==> src/rtl/gsensor_spi_master.sv <==
// gsensor_spi_master: SPI mode-3 master for the ADXL345 accelerometer.
// One request = one 16-bit frame {R/W#, MB, addr[5:0], data[7:0]}, MSB first.
// Frame sequence: IDLE -> SETUP -> SHIFT (16 bits) -> HOLD -> GAP -> IDLE.
// Every interface output is driven straight from a flop.
module gsensor_spi_master #(
  parameter int CLK_DIV = 5,  // clk cycles per SCLK half-period, >= 1
  parameter int ADDR_W  = 6   // ADXL345 register address width
) (
  input  logic              clk,
  input  logic              rst,
  input  logic              req,
  input  logic              we,
  input  logic [ADDR_W-1:0] addr,
  input  logic [7:0]        wdata,
  output logic              busy,
  output logic              done,
  output logic [7:0]        rdata,
  output logic              spi_cs_,
  output logic              spi_sclk,
  output logic              spi_sdi,
  input  logic              spi_sdo
);

  // Half-period counter runs 0..CLK_DIV-1.
  localparam int CNT_W = $clog2(CLK_DIV + 1);
  localparam logic [CNT_W-1:0] HC_ZERO = CNT_W'(0);
  localparam logic [CNT_W-1:0] HC_ONE  = CNT_W'(1);
  localparam logic [CNT_W-1:0] HC_LAST = CNT_W'(CLK_DIV - 1);
  localparam logic [3:0]       BIT_LAST = 4'd15;

  typedef enum logic [2:0] {
    S_IDLE  = 3'd0,
    S_SETUP = 3'd1,
    S_SHIFT = 3'd2,
    S_HOLD  = 3'd3,
    S_GAP   = 3'd4
  } state_t;

  // Builds the 16-bit ADXL345 single-register frame. MB (multi-byte) is
  // always 0; read frames carry a zero data byte.
  function automatic logic [15:0] build_frame(input logic f_we,
                                              input logic [ADDR_W-1:0] f_addr,
                                              input logic [7:0] f_wdata);
    logic [7:0] data_byte;
    if (f_we) begin
      data_byte = f_wdata;
    end else begin
      data_byte = 8'h00;
    end
    return {~f_we, 1'b0, f_addr, data_byte};
  endfunction

  state_t           state_q, state_d;
  logic [CNT_W-1:0] hcnt_q, hcnt_d;     // half-period cycle counter
  logic [3:0]       bit_q, bit_d;       // index of the bit on the wire, 0..15
  logic             phase_q, phase_d;   // 0 = SCLK low half, 1 = SCLK high half
  logic [14:0]      shreg_q, shreg_d;   // frame bits not yet placed on MOSI
  logic [7:0]       rx_q, rx_d;         // MISO history; last 8 samples = read byte
  logic             we_q, we_d;         // access type latched at accept
  logic             busy_q, busy_d;
  logic             done_q, done_d;
  logic [7:0]       rdata_q, rdata_d;
  logic             cs_q, cs_d;
  logic             sclk_q, sclk_d;
  logic             sdi_q, sdi_d;

  logic [15:0]      frame_s;
  logic             half_end_s;

  assign frame_s    = build_frame(we, addr, wdata);
  assign half_end_s = (hcnt_q == HC_LAST);

  // Next-state and next-output computation for the frame sequencer.
  always_comb begin
    state_d = state_q;
    hcnt_d  = hcnt_q;
    bit_d   = bit_q;
    phase_d = phase_q;
    shreg_d = shreg_q;
    rx_d    = rx_q;
    we_d    = we_q;
    busy_d  = busy_q;
    done_d  = 1'b0;
    rdata_d = rdata_q;
    cs_d    = cs_q;
    sclk_d  = sclk_q;
    sdi_d   = sdi_q;

    case (state_q)
      S_IDLE: begin
        if (req) begin
          // Accept: latch the frame, drop CS and present bit 15 on MOSI
          // for the whole SETUP period.
          state_d = S_SETUP;
          busy_d  = 1'b1;
          cs_d    = 1'b0;
          sclk_d  = 1'b1;
          sdi_d   = frame_s[15];
          shreg_d = frame_s[14:0];
          we_d    = we;
          hcnt_d  = HC_ZERO;
          bit_d   = 4'd0;
          phase_d = 1'b0;
        end else begin
          state_d = S_IDLE;
        end
      end

      S_SETUP: begin
        if (half_end_s) begin
          state_d = S_SHIFT;
          hcnt_d  = HC_ZERO;
          bit_d   = 4'd0;
          phase_d = 1'b0;
          sclk_d  = 1'b0;
        end else begin
          hcnt_d  = hcnt_q + HC_ONE;
        end
      end

      S_SHIFT: begin
        if (!half_end_s) begin
          hcnt_d = hcnt_q + HC_ONE;
        end else begin
          hcnt_d = HC_ZERO;
          if (!phase_q) begin
            // Rising edge: MISO is source-synchronous to SCLK, so it is
            // captured on the same clk edge that drives SCLK high.
            sclk_d  = 1'b1;
            phase_d = 1'b1;
            rx_d    = {rx_q[6:0], spi_sdo};
          end else if (bit_q == BIT_LAST) begin
            // 16th high phase complete; SCLK stays high into HOLD.
            state_d = S_HOLD;
            phase_d = 1'b0;
          end else begin
            // Falling edge: advance MOSI to the next frame bit.
            bit_d   = bit_q + 4'd1;
            phase_d = 1'b0;
            sclk_d  = 1'b0;
            sdi_d   = shreg_q[14];
            shreg_d = {shreg_q[13:0], 1'b0};
          end
        end
      end

      S_HOLD: begin
        if (half_end_s) begin
          state_d = S_GAP;
          hcnt_d  = HC_ZERO;
          cs_d    = 1'b1;
          sdi_d   = 1'b0;
          done_d  = 1'b1;
          if (!we_q) begin
            rdata_d = rx_q;
          end else begin
            rdata_d = rdata_q;
          end
        end else begin
          hcnt_d = hcnt_q + HC_ONE;
        end
      end

      S_GAP: begin
        // CS deassert time before another frame may start.
        if (half_end_s) begin
          state_d = S_IDLE;
          hcnt_d  = HC_ZERO;
          busy_d  = 1'b0;
        end else begin
          hcnt_d = hcnt_q + HC_ONE;
        end
      end

      default: begin
        state_d = S_IDLE;
        hcnt_d  = HC_ZERO;
        bit_d   = 4'd0;
        phase_d = 1'b0;
        busy_d  = 1'b0;
        cs_d    = 1'b1;
        sclk_d  = 1'b1;
        sdi_d   = 1'b0;
      end
    endcase
  end

  // State and output registers; reset aborts any frame in flight.
  always_ff @(posedge clk) begin
    if (rst) begin
      state_q <= S_IDLE;
      hcnt_q  <= HC_ZERO;
      bit_q   <= 4'd0;
      phase_q <= 1'b0;
      shreg_q <= 15'd0;
      rx_q    <= 8'h00;
      we_q    <= 1'b0;
      busy_q  <= 1'b0;
      done_q  <= 1'b0;
      rdata_q <= 8'h00;
      cs_q    <= 1'b1;
      sclk_q  <= 1'b1;
      sdi_q   <= 1'b0;
    end else begin
      state_q <= state_d;
      hcnt_q  <= hcnt_d;
      bit_q   <= bit_d;
      phase_q <= phase_d;
      shreg_q <= shreg_d;
      rx_q    <= rx_d;
      we_q    <= we_d;
      busy_q  <= busy_d;
      done_q  <= done_d;
      rdata_q <= rdata_d;
      cs_q    <= cs_d;
      sclk_q  <= sclk_d;
      sdi_q   <= sdi_d;
    end
  end

  assign busy     = busy_q;
  assign done     = done_q;
  assign rdata    = rdata_q;
  assign spi_cs_  = cs_q;
  assign spi_sclk = sclk_q;
  assign spi_sdi  = sdi_q;

endmodule

==> config.mk <==
export PLATFORM = sky130hd
export DESIGN_NAME = gsensor_spi_master
export DESIGN_NICKNAME = d
export VERILOG_FILES = /design/src/rtl/gsensor_spi_master.sv
export SDC_FILE = /design/constraint.sdc
export NUM_CORES = 1
export LEC_CHECK = 0
export ABC_AREA = 1
export CAP_MARGIN = 20
export CORE_UTILIZATION = 45
export DETAILED_ROUTE_END_ITERATION = 10
export GPL_TIMING_DRIVEN = 0
export PLACE_DENSITY = 0.68
export SLEW_MARGIN = 40
export SYNTH_ARGS = -nofsm -noshare
export SYNTH_HDL_FRONTEND = slang
export SYNTH_SLANG_ARGS = --single-unit
==> constraint.sdc <==
create_clock -name clk -period 1.6 [get_ports clk]
set_clock_uncertainty 0.1 [all_clocks]
set_input_delay 0.24 -clock clk [delete_from_list [all_inputs] [get_ports clk]]
set_output_delay 0.24 -clock clk [all_outputs]
set_load 0.05 [all_outputs]
Word level (Yosys, flattened, before mapping)
Cells that the tools add are included.
W data, S select, Z words.
- bits in registers: 48
- word-level logic and storage cells: 99
- input port bits: 19
- bitwise operators: 8
- reductions and logical operators: 19
- add/subtract/negate cells: 2
- muxes and demuxes: 42
- equality and inequality tests: 15
- operators by type and width (cell ; count):
    $mux W15 ; 4
    $pmux W15 S2 ; 1
    $mux W3 ; 8
    $mux W4 ; 5
    $reduce_and A6 Y1 ; 3
    $ne A2 B2 Y1 const B ; 8
    $pmux W4 S4 ; 1
    $mux W1 ; 15
    $pmux W3 S5 ; 1
    $pmux W1 S4 ; 3
    $reduce_and A3 Y1 ; 4
    $reduce_and A5 Y1 ; 2
    $mux W8 ; 1
    $not A1 Y1 ; 8
    $eq A3 B2 Y1 const B ; 2
    $eq A3 B3 Y1 const B ; 2
    $pmux W1 S3 ; 2
    $pmux W3 S2 ; 1
    $reduce_or A2 Y1 ; 3
    $reduce_or A3 Y1 ; 2
    $add A4 B1 Y4 const B ; 1
    $eq A4 B4 Y1 const B ; 1
    $reduce_and A4 Y1 ; 1
    $reduce_or A4 Y1 ; 1
    6 further kinds ; 6

Longest topological paths before layout
- depth in word-level cells: 5
- mapped depth: 11

Worst setup path after synthesis
No wires, ideal clock.
- path kind: register to register
- start: register hcnt_q[0]
- end: register shreg_q[4]
- stages on the path, launching flop included: 12
- clock period less this slack: 1.590 ns
- path buffers: 1
- library setup time: 0.116 ns
- data arrival time: 1.375 ns
- slack: 0.010 ns
- data required time: 1.384 ns
- path through: dfxtp_1 > inv_1 > ha_1 > nand2_1 > nand3_1 > nand2_1 > inv_2 > nand3_4 > inv_2 > buf_6 > nor2_1 > nor2_1
- word-level cells in the longest chain between the ends: 3
- RTL lines (what ; RTL line ; source):
    from (decl) ; 54 ; logic [CNT_W-1:0] hcnt_q, hcnt_d;
    from (signal assigned) ; 206 ; hcnt_q <= hcnt_d;
    $eq A3 B3 Y1 ; 71 ; assign half_end_s = (hcnt_q == HC_LAST);
    $ne A2 B2 Y1 (no source line) ; - ;
    $reduce_and A5 Y1 (no source line) ; - ;
    to (signal assigned) ; 209 ; shreg_q <= shreg_d;
    to (decl) ; 57 ; logic [14:0] shreg_q, shreg_d;
Every way passes these cells.
A chain may end at the register's enable or synchronous reset.

Final worst setup path
- start: register state_q[2]
- end: register shreg_q[13]
- word-level cells in the longest chain between the ends: 3
- elaborated cells between the ends (all ways): 9
- RTL lines (what ; RTL line ; source):
    from (decl) ; 53 ; state_t state_q, state_d;
    from (signal assigned) ; 205 ; state_q <= state_d;
    $eq A3 B2 Y1 or $logic_not A3 Y1 (tied branches) ; 89 ; case (state_q)
    $ne A2 B2 Y1 (no source line) or $reduce_bool A2 Y1 (tied branches) ; - ;
    $reduce_and A5 Y1 (no source line) ; - ;
Parallel ways exist; a longest one is shown, timed or not.

==> metrics <==
Arr. time, crit path=1.69 ns; Vert. Die Dim=72.86 um; number of antenna violations at the first check in global routing=0; post-detailed-routing wire length=5.458 mm; antenna fix cells=0; global-route wire length before repair=8.783 mm; effective utilization at floorplan=0.4722; top cell type by total area after synthesis=dfxtp_1; post-layout minimum cycle time=1.581 ns; detail-routed net length per standard cell=11.84 um; summed negative setup slack over all endpoints=0 ns; most used standard cell by instance count after synthesis=nor2_1; final count of negative-setup-slack endpoints=0; destination of the worst hold path=busy; Mapped Cells=337; synthesized netlist net count=359; EDFF count, synth=0; synthesis-stage register bit count=48; post-synthesis instance area=2260 um2; Lkg Pwr=0.001483 uW; minimum setup slack in the final design=0.01926 ns; Max H-tree Level=2; startpoint of the worst hold path=busy; number of cells on the worst hold path=2; result of the run=completed; Pre-antenna DRT Iters=4; root buffer cell=clkbuf_8; max-cap violations=0; class of the tightest hold or removal check=reg -> reg; gpl congestion=0.9145; total cell area at the placement stage=2644 um2; total via count in the routed design=2299; clock tree sinks=48; post-detailed-route DRC marker count=0; startpoint type of the worst setup path=flop; antenna-violating nets left=0; Iter 0 DRT Violations=89; via count of the first global-routing pass=2088; startpoint of the most critical register-to-register path=state_q[2]; clock-pin slew reported for the worst setup and hold paths after clock tree synthesis=0.09 ns; total overflow reported by the global router=0; pwr dens=1720 nW/um2; Worst slew margin=0.6536; count of input and output buffers=30; Site Rows=25; total power=5343 uW; number of failing hold endpoints at the final stage=0; Die Span X=72.86 um; detailed placer's ending HPWL=3.524 mm; final std cell area, no fill=3105 um2; clock latency of the later-clocked register in the worst-skew pair=0.31 ns; synthesized area divided by synthesized cell count=6.705 um2; sequential area share after synthesis=0.4252; Reg2Reg Capture Point=shreg_q[13]; warning count from the yosys run=0; WS Path Type=reg -> reg; pre-CTS setup slack=-0.2673 ns; area grow syn2layout=37.43%; worst reg2reg setup slack=0.02 ns; maximum clock frequency=0.6326 GHz; share of flip-flops with an asynchronous set or reset=0; Max Transition Viols Final=0; core region area=4786 um2; slew at the pin closest to its max-slew limit=0.5196 ns; layout cell share with drive strength beyond 1=0.2030; Avg Vias per Cell=4.987; prevailing post-synth register cell=dfxtp_1; global router's overall resource usage=0.2133; Synth top area share=0.4252; buffers from clock root to sink, at most=2; floorplan die area=5309 um2; FF-to-FF path depth=9; capturing element type of the critical path=flop; IO Pins=32; top cells by count, synth=nor2_1, nand2_1, dfxtp_1, o21ai_0; Max rail drop VDD=0.001396 V; crit path max fanout=10; number of instances in the placed design=434; number of buffers inserted for hold repair after clock tree synthesis=0; CTS buffer count=5; Distinct cells, synth=23; final cell count without fillers=461; final period utilization=0.9880; top post-synthesis cells by area=dfxtp_1, nor2_1, nand2_1; CTS tree=yes; setup repair after global routing missed its margin=true; required time at the endpoint of the critical path=1.71 ns; Net count, final=415; maximum number of pins on one net before global-route repair=17
==> worst max path at each step <==
stage | endpoint | start | cells past startpoint
final | shreg_q[13] | state_q[2] | 9
after global routing | shreg_q[13] | state_q[2] | 9
after CTS | bit_q[0] | bit_q[1] | 8
after detailed placement | shreg_q[14] | bit_q[0] | 9
after global placement | shreg_q[14] | bit_q[0] | 9
after floorplan | shreg_q[4] | hcnt_q[0] | 11
==> sequential cells by signal, summed over array words and instances (netlist names), 3 cells and up <==
| name | flops |
|---|---|
| shreg_q | 15 |
| rdata | 8 |
| rx_q | 8 |
| bit_q | 4 |
| hcnt_q | 3 |
| state_q | 3 |
==> final cells by class <==
| class | count | area [um2] |
|---|---|---|
| fillers | 448 | 1680 |
| multi-input cells | 252 | 1271 |
| flip-flops and latches | 48 | 970.9 |
| repair buffers | 49 | 460.4 |
| inverters | 26 | 105.1 |
| well taps | 67 | 83.83 |
| plain buffers | 11 | 76.32 |
| clock buffers | 5 | 68.82 |
| clock inverters | 3 | 68.82 |
==> cell families (layout without fill, tap and decap cells) <==
logic type,after synthesis,count (layout),share of synthesized area
AOI/OAI and AO/OA,52,52,0.1213
adders and majority gates,3,3,0.01661
buffers and inverters,37,94,0.06977
DFF,48,48,0.4252
and+or+nand+nor,197,197,0.3671
==> cell usage in the layout, fill, tap and decap left out, types with 3 or more instances in the layout <==
cell              n
inv_2             5
dfxtp_2           5
inv_1            18
inv_4             3
nand2_2           4
nand4_1           6
clkbuf_8          5
a21oi_1          12
nor2_1           74
nand3_2           3
buf_6             3
dfxtp_1          42
buf_4            16
nand2_4           3
nor2_2            7
nor2_4            7
o21ai_0          24
nand3_1          19
clkbuf_1          3
dlygate4sd2_1    13
clkdlybuf4s50_1  17
nand2_1          72
o21ai_1          12
==> what timing repair did <==
action | in CTS | in global routing
resized for setup | 30 | 44
buffers inserted | 10 | 8
endpoints found under the setup margin | 52 | 41
pin swaps | 5 | 13
cloned | 0 | 1
==> stage by stage <==
stage	hold slack, ns	utilization
6_report	0.3678	0.6489
5_1_grt	0.3900	0.6489
4_1_cts	0.3652	0.6050
3_5_place_dp	0.3579	0.5524
3_3_place_gp	0.3494	0.5524
2_1_floorplan	0.2091	-
==> worst max-delay path: stages (launching register included) <==
cell and delay (ns):
dfxtp_2 0.39, nor2_4 0.19, nand2_4 0.09, inv_4 0.13
o21ai_4 0.09, nand3_4 0.15, inv_4 0.05, buf_6 0.14
nor2_1 0.10, nor2_1 0.06
==> metal layers <==
metal,track usage,part of all wire
met2,0.3645,0.48
met3,0.03315,0.034
met5,0,0
met1,0.2634,0.46
met4,0.1002,0.023
==> power by group <==
group / internal [uW] / total, uW / switching (uW)
clock: 629 / 1060 / 436
combinational: 1100 / 2620 / 1520
sequential: 1480 / 1660 / 173
Note: power is estimated with default switching activity, not from simulation.
